<file path="config.mk">
export PLATFORM = sky130hd
export DESIGN_NAME = pipe_ctrl
export DESIGN_NICKNAME = d
export VERILOG_FILES = /design/src/rtl/pipe_ctrl_pkg.sv /design/src/rtl/pipe_mc_counter.sv /design/src/rtl/pipe_ctrl.sv
export SDC_FILE = /design/constraint.sdc
export NUM_CORES = 1
export LEC_CHECK = 0
export CAP_MARGIN = 20
export CORE_MARGIN = 2
export CORE_UTILIZATION = 35
export CTS_CLUSTER_DIAMETER = 200
export CTS_CLUSTER_SIZE = 24
export DETAILED_ROUTE_END_ITERATION = 8
export PLACE_DENSITY = 0.77
export SYNTH_ARGS = -nofsm -noshare
export SYNTH_HDL_FRONTEND = slang
export SYNTH_SLANG_ARGS = --single-unit
</file>
<file path="constraint.sdc">
create_clock -name clk -period 1.5 [get_ports clk]
set_input_delay 0.225 -clock clk [delete_from_list [all_inputs] [get_ports clk]]
set_output_delay 0.225 -clock clk [all_outputs]
set_load 0.05 [all_outputs]
</file>
<file path="src/rtl/pipe_ctrl_pkg.sv">
// pipe_ctrl_pkg: shared constants and types for the pipeline control block.
//   - STOP / NO_STOP      : per-stage stall bit values
//   - STALL_* encodings   : stall vectors, bit [0]=PC ... [5]=WB
//   - mc_state_e          : multi-cycle sequencer states
//   - ZERO_WORD           : 32-bit zero
package pipe_ctrl_pkg;

  localparam logic STOP    = 1'b1;
  localparam logic NO_STOP = 1'b0;

  // Each encoding holds every stage up to and including the requesting one;
  // the first 0 above the run of 1s is where a NOP bubble gets inserted.
  localparam logic [5:0] STALL_NONE = 6'b000000;
  localparam logic [5:0] STALL_IF   = 6'b000011;
  localparam logic [5:0] STALL_ID   = 6'b000111;
  localparam logic [5:0] STALL_EX   = 6'b001111;
  localparam logic [5:0] STALL_MEM  = 6'b011111;

  localparam logic [31:0] ZERO_WORD = 32'h0000_0000;

  typedef enum logic {
    MC_IDLE = 1'b0,
    MC_BUSY = 1'b1
  } mc_state_e;

endpackage

</file>
<file path="src/rtl/pipe_mc_counter.sv">
// pipe_mc_counter: IDLE/BUSY sequencer for multi-cycle EX operations.
// Ports:
//   clk        in   system clock, rising edge
//   rst        in   asynchronous active-low reset
//   mc_start   in   EX starts a multi-cycle op (ignored while busy)
//   mc_cycles  in   total EX occupancy in cycles, sampled with mc_start
//   abort      in   forces IDLE / count 0 on the next edge (flush)
//   mc_stall   out  combinational EX-level stall request
//   mc_busy    out  registered, 1 while in BUSY
module pipe_mc_counter
  import pipe_ctrl_pkg::*;
#(
  parameter int MC_CNT_W = 6
) (
  input  logic                clk,
  input  logic                rst,
  input  logic                mc_start,
  input  logic [MC_CNT_W-1:0] mc_cycles,
  input  logic                abort,
  output logic                mc_stall,
  output logic                mc_busy
);

  mc_state_e           state_reg, state_next;
  logic [MC_CNT_W-1:0] cnt_reg, cnt_next;

  always_ff @(posedge clk or negedge rst) begin
    if (!rst) begin
      state_reg <= MC_IDLE;
      cnt_reg   <= '0;
    end else begin
      state_reg <= state_next;
      cnt_reg   <= cnt_next;
    end
  end

  always_comb begin
    state_next = state_reg;
    cnt_next   = cnt_reg;
    mc_stall   = NO_STOP;
    case (state_reg)
      MC_IDLE: begin
        // The start cycle itself is the first of the N stall cycles,
        // so BUSY only has N-1 left to cover.
        if (mc_start && (mc_cycles != '0)) begin
          mc_stall = STOP;
          if (mc_cycles != MC_CNT_W'(1)) begin
            state_next = MC_BUSY;
            cnt_next   = mc_cycles - MC_CNT_W'(1);
          end
        end
      end
      MC_BUSY: begin
        mc_stall = STOP;
        if (cnt_reg == MC_CNT_W'(1)) begin
          state_next = MC_IDLE;
          cnt_next   = '0;
        end else begin
          cnt_next = cnt_reg - MC_CNT_W'(1);
        end
      end
      default: begin
        state_next = MC_IDLE;
        cnt_next   = '0;
      end
    endcase
    if (abort) begin
      state_next = MC_IDLE;
      cnt_next   = '0;
    end
  end

  assign mc_busy = (state_reg == MC_BUSY);

endmodule

</file>
<file path="src/rtl/pipe_ctrl.sv">
// pipe_ctrl: pipeline stall/flush controller.
// Merges IF/ID/EX/MEM stall requests and the multi-cycle EX sequencer into a
// 6-bit stall vector ([0]=PC .. [5]=WB), and registers flush requests into a
// one-cycle flush pulse with a redirect PC.
// Ports:
//   clk, rst (async active-low)
//   stallreq_if/id/ex/mem  stage stall requests
//   mc_start, mc_cycles    multi-cycle EX op start and length
//   flush_req, flush_pc    redirect request and target
//   stall                  combinational stall vector
//   flush, new_pc          registered flush pulse and redirect PC
//   mc_busy                registered multi-cycle busy flag
//   stall_cycles           stall[0] cycle counter; present only when the
//                          macro PIPE_PERF_CNT_EN is defined, else 0
module pipe_ctrl
  import pipe_ctrl_pkg::*;
#(
  parameter int MC_CNT_W = 6,
  parameter int PC_W     = 32
) (
  input  logic                clk,
  input  logic                rst,
  input  logic                stallreq_if,
  input  logic                stallreq_id,
  input  logic                stallreq_ex,
  input  logic                stallreq_mem,
  input  logic                mc_start,
  input  logic [MC_CNT_W-1:0] mc_cycles,
  input  logic                flush_req,
  input  logic [PC_W-1:0]     flush_pc,
  output logic [5:0]          stall,
  output logic                flush,
  output logic [PC_W-1:0]     new_pc,
  output logic                mc_busy,
  output logic [31:0]         stall_cycles
);

  logic            mc_stall;
  logic            flush_reg;
  logic [PC_W-1:0] new_pc_reg;

  pipe_mc_counter #(
    .MC_CNT_W(MC_CNT_W)
  ) u_mc_counter (
    .clk      (clk),
    .rst      (rst),
    .mc_start (mc_start),
    .mc_cycles(mc_cycles),
    .abort    (flush_req),
    .mc_stall (mc_stall),
    .mc_busy  (mc_busy)
  );

  always_ff @(posedge clk or negedge rst) begin
    if (!rst) begin
      flush_reg  <= 1'b0;
      new_pc_reg <= '0;
    end else begin
      flush_reg <= flush_req;
      if (flush_req) begin
        new_pc_reg <= flush_pc;
      end
    end
  end

  assign flush  = flush_reg;
  assign new_pc = new_pc_reg;

  // Reset gates the vector directly: the stall inputs are combinational and
  // may still be active while the block is held in reset.
  always_comb begin
    stall = STALL_NONE;
    if (!rst || flush_reg) begin
      stall = STALL_NONE;
    end else if (stallreq_mem) begin
      stall = STALL_MEM;
    end else if (stallreq_ex || mc_stall) begin
      stall = STALL_EX;
    end else if (stallreq_id) begin
      stall = STALL_ID;
    end else if (stallreq_if) begin
      stall = STALL_IF;
    end
  end

`ifdef PIPE_PERF_CNT_EN
  logic [31:0] stall_cycles_reg;

  always_ff @(posedge clk or negedge rst) begin
    if (!rst) begin
      stall_cycles_reg <= '0;
    end else if (stall[0] && (stall_cycles_reg != 32'hFFFF_FFFF)) begin
      stall_cycles_reg <= stall_cycles_reg + 32'd1;
    end
  end

  assign stall_cycles = stall_cycles_reg;
`else
  assign stall_cycles = ZERO_WORD;
`endif

endmodule
</file>
==> impl_results.md, run 1 <==
- Seq/Total Area, Yosys: 46.8%
- Initial Util: 36.1%
- Share of layout cells above drive strength 1: 49.2%
- RSZ-0062 raised after global routing: true
- Outcome: complete, but fails checks
- Setup_tns: -1280 ps
- Hpwl dp: 3680 µm
- First-pass GRT wire length: 7810 µm
- Setup crit start kind: primary input
- Buffers and inverters on the worst path: 2
- Register area: 0.00100 mm²
- Slew Viols, Final: 0
- PwrDens: 1020 mW/mm²
- Post-synth EDFFs: 0
- Total Routed Length: 5010 µm
- Worst slew margin: 66.4%
- Worst R2R Path Depth: 6
- Crit-path cells: buf_6 -> or4_4 -> o21a_4 -> nor3_4 -> a21oi_4 -> buf_6
- Crit share post-route: 119%
- Post-route setup slack: -283 ps
- Violated checks: negative setup slack
- Rows: 28
- Io pins: 118
- Worst-path clk slew: 80 ps
- CTS Sinks: 40
- WP data required: 1270 ps
- Worst slack at placement: -699 ps
- Vias: 1712
- Pleak: 1.52 nW
- Post-synth cell types: 38
- Diodes inserted: 0
- Setup violations, final: 6
- Syn avg cell area: 11.5 µm²
- Worst Skew: 5.98 ps
- Count of final hold-check violations: 0
- Iter 0 DRT Violations: 47
- Top_reg_cell synth: dfrtp_1
- WP data arrival: 1560 ps
- CP endpoint kind: output pin
- Worst-case vdd ir drop: 0.709 mV
- Clock tree buffer depth: 2
- Most common cell in the synthesized netlist: dfrtp_1
- GRT Overall Usage: 15.3%
- Peak fanout along the critical path: 2
- Die area: 0.00675 mm²
- Largest net degree at the start of global routing: 43
- Cells after Synth: 186
- Final RePlAce weighted congestion: 0.786
- Max Clock Freq: 0.561 GHz
- Post-placement cell area: 0.00304 mm²
- CTS tree: done
- Yosys warnings: 0
- Largest stage delay, worst path: 530 ps
- Total congestion overflow: 0
- Area Overhead vs Synth: 55.4%
- Maxcap violations: 0
- Tot Pwr: 3.40 mW
- Min Hold Slack: 61.0 ps
- Fin nets: 349
- Fillers: 514
- DRC: 0
- Root Buffer: clkbuf_8
- Critical-path top delay cell: or4_4
- Cell taking the most area after synthesis: dfrtp_1
- DR WL/cell: 13.4 µm
- Area occupied by multi-input gates: 0.00110 mm²
- # H-tree levels: 2
- Hold buffers post-CTS: 0
- Commonest cells in the netlist: dfrtp_1 (40), buf_4 (34), mux2_2 (32), inv_1 (9), nor2_1 (7)
- HP Class: primary input to asynchronous set/reset pin
- Crit-path most repeated cell: buf_6
- I/O Buffers: 84
- FF+latch count, synth: 40
- Largest register FFs: 32
- Skew-Pair Late Insertion Delay: 290 ps
- Finished Layout Cells: 374
- Drt pass-1 iters: 4
- Fin area: 0.00333 mm²
- Ranking of synthesized cells by area: dfrtp_1 (47%), mux2_2 (17%), buf_4 (12%)
- Worst-Margin Slew: 504 ps
- Core area: 0.00592 mm²
- Critical Path Start: mc_cycles[3]
- Detail Route Antenna Nets: 0
- Util after Layout: 56.2%
- Inst Count DP: 359
- Via density: 4.58
- RR Startpoint: u_mc_counter.cnt_reg[1]$_DFFE_PN0P_
- Initial antenna violation count: 0
- Critical Path Stages: 6
- Mapped Area: 0.00214 mm²
- TritonCTS Buffers: 5
- Die extent in x: 82.2 µm
- Crit-path leading delay family: simple AND/OR/NAND/NOR gates
- Critical path class: primary input to output pin
- Vias in the first global route: 1723
- Ys async rst share: 100%
- Share of the synthesized area in the top cell type: 46.8%
- Chip Height: 82.2 µm
- Period minus WS final: 1780 ps
## repair_timing
| item | 4_1_cts | 5_1_grt |
|---|---|---|
| pin swaps | 7 | 14 |
| buffers inserted | 3 | 4 |
| endpoints found under the hold margin | 0 | 0 |
| setup endpoints to repair | 12 | 10 |
| gates resized for setup | 33 | 18 |
## layout make-up
class	count	area share (%)
sequential	40	30.1
multi-input combinational	130	33.0
clock inverter	2	0.451
tap	75	2.82
inverter	9	1.02
timing repair buffer	112	30.1
clock buffer	6	2.48
## path summary, 6_finish.rpt
kind                                                        to  slack (ps)
max                                                   stall[0]        -280
min                                     new_pc[22]$_DFFE_PN0P_          60
max reg2reg                u_mc_counter.cnt_reg[4]$_DFFE_PN0P_        -180
min reg2reg                             new_pc[12]$_DFFE_PN0P_         510
max in group asynchronous       u_mc_counter.mc_busy$_DFF_PN0_        1070
min in group clk                               flush$_DFF_PN0_         310
## kinds of logic after synthesis
group / count (synthesis) / synth area share (%)
mux: 34 / 17.8
fa+ha+maj: 5 / 2.92
buf+inv: 48 / 14.4
simple gates: 39 / 10.4
compound gates: 17 / 6.78
flops: 40 / 46.8
xor+xnor: 2 / 0.819
other cells: 1 / 0.175
## layout by cell type (no fill, tap or decap), drive strengths merged, types with 2 or more instances in the layout
master / count
clkinvlp: 2
o21ai: 2
mux2: 32
mux2i: 2
or3: 3
clkdlybuf4s50: 37
clkbuf: 6
conb: 33
nor3b: 2
nand2: 6
nor3: 7
a21oi: 4
dlygate4sd2: 2
nand2b: 2
ha: 5
buf: 72
o21a: 2
nor2: 7
nor2b: 2
nand3b: 4
inv: 9
dfrtp: 40
or4: 2
nand3: 2
a211oi: 3
## metal layers
layer	global-route usage (%)	vias up	share of wire, %
met3	8.37	6	14
met2	24.9	102	48
met5	0	-	0
met4	5.00	0	1.3
li1	-	797	-
met1	17.1	807	37
## where the power goes
part / switching, mW / total, mW / leakage, nW / internal (mW)
registers: 0.0750 / 1.27 / 0.475 / 1.19
logic: 0.851 / 1.39 / 1.00 / 0.539
clock network: 0.376 / 0.748 / 0.0434 / 0.372
total: 1.30 / 3.40 / 1.52 / 2.10
Power figures use the tool's default switching activity.
==> run 2, diff against run 1 <==
--- a/config.mk
+++ b/config.mk
@@ -12,6 +12,7 @@
 export CTS_CLUSTER_SIZE = 24
 export DETAILED_ROUTE_END_ITERATION = 8
 export PLACE_DENSITY = 0.77
+export SLEW_MARGIN = 25
 export SYNTH_ARGS = -nofsm -noshare
 export SYNTH_HDL_FRONTEND = slang
 export SYNTH_SLANG_ARGS = --single-unit
==> results of run 2 <==
Final layout, timing and power as in run 1 (identical DEF).
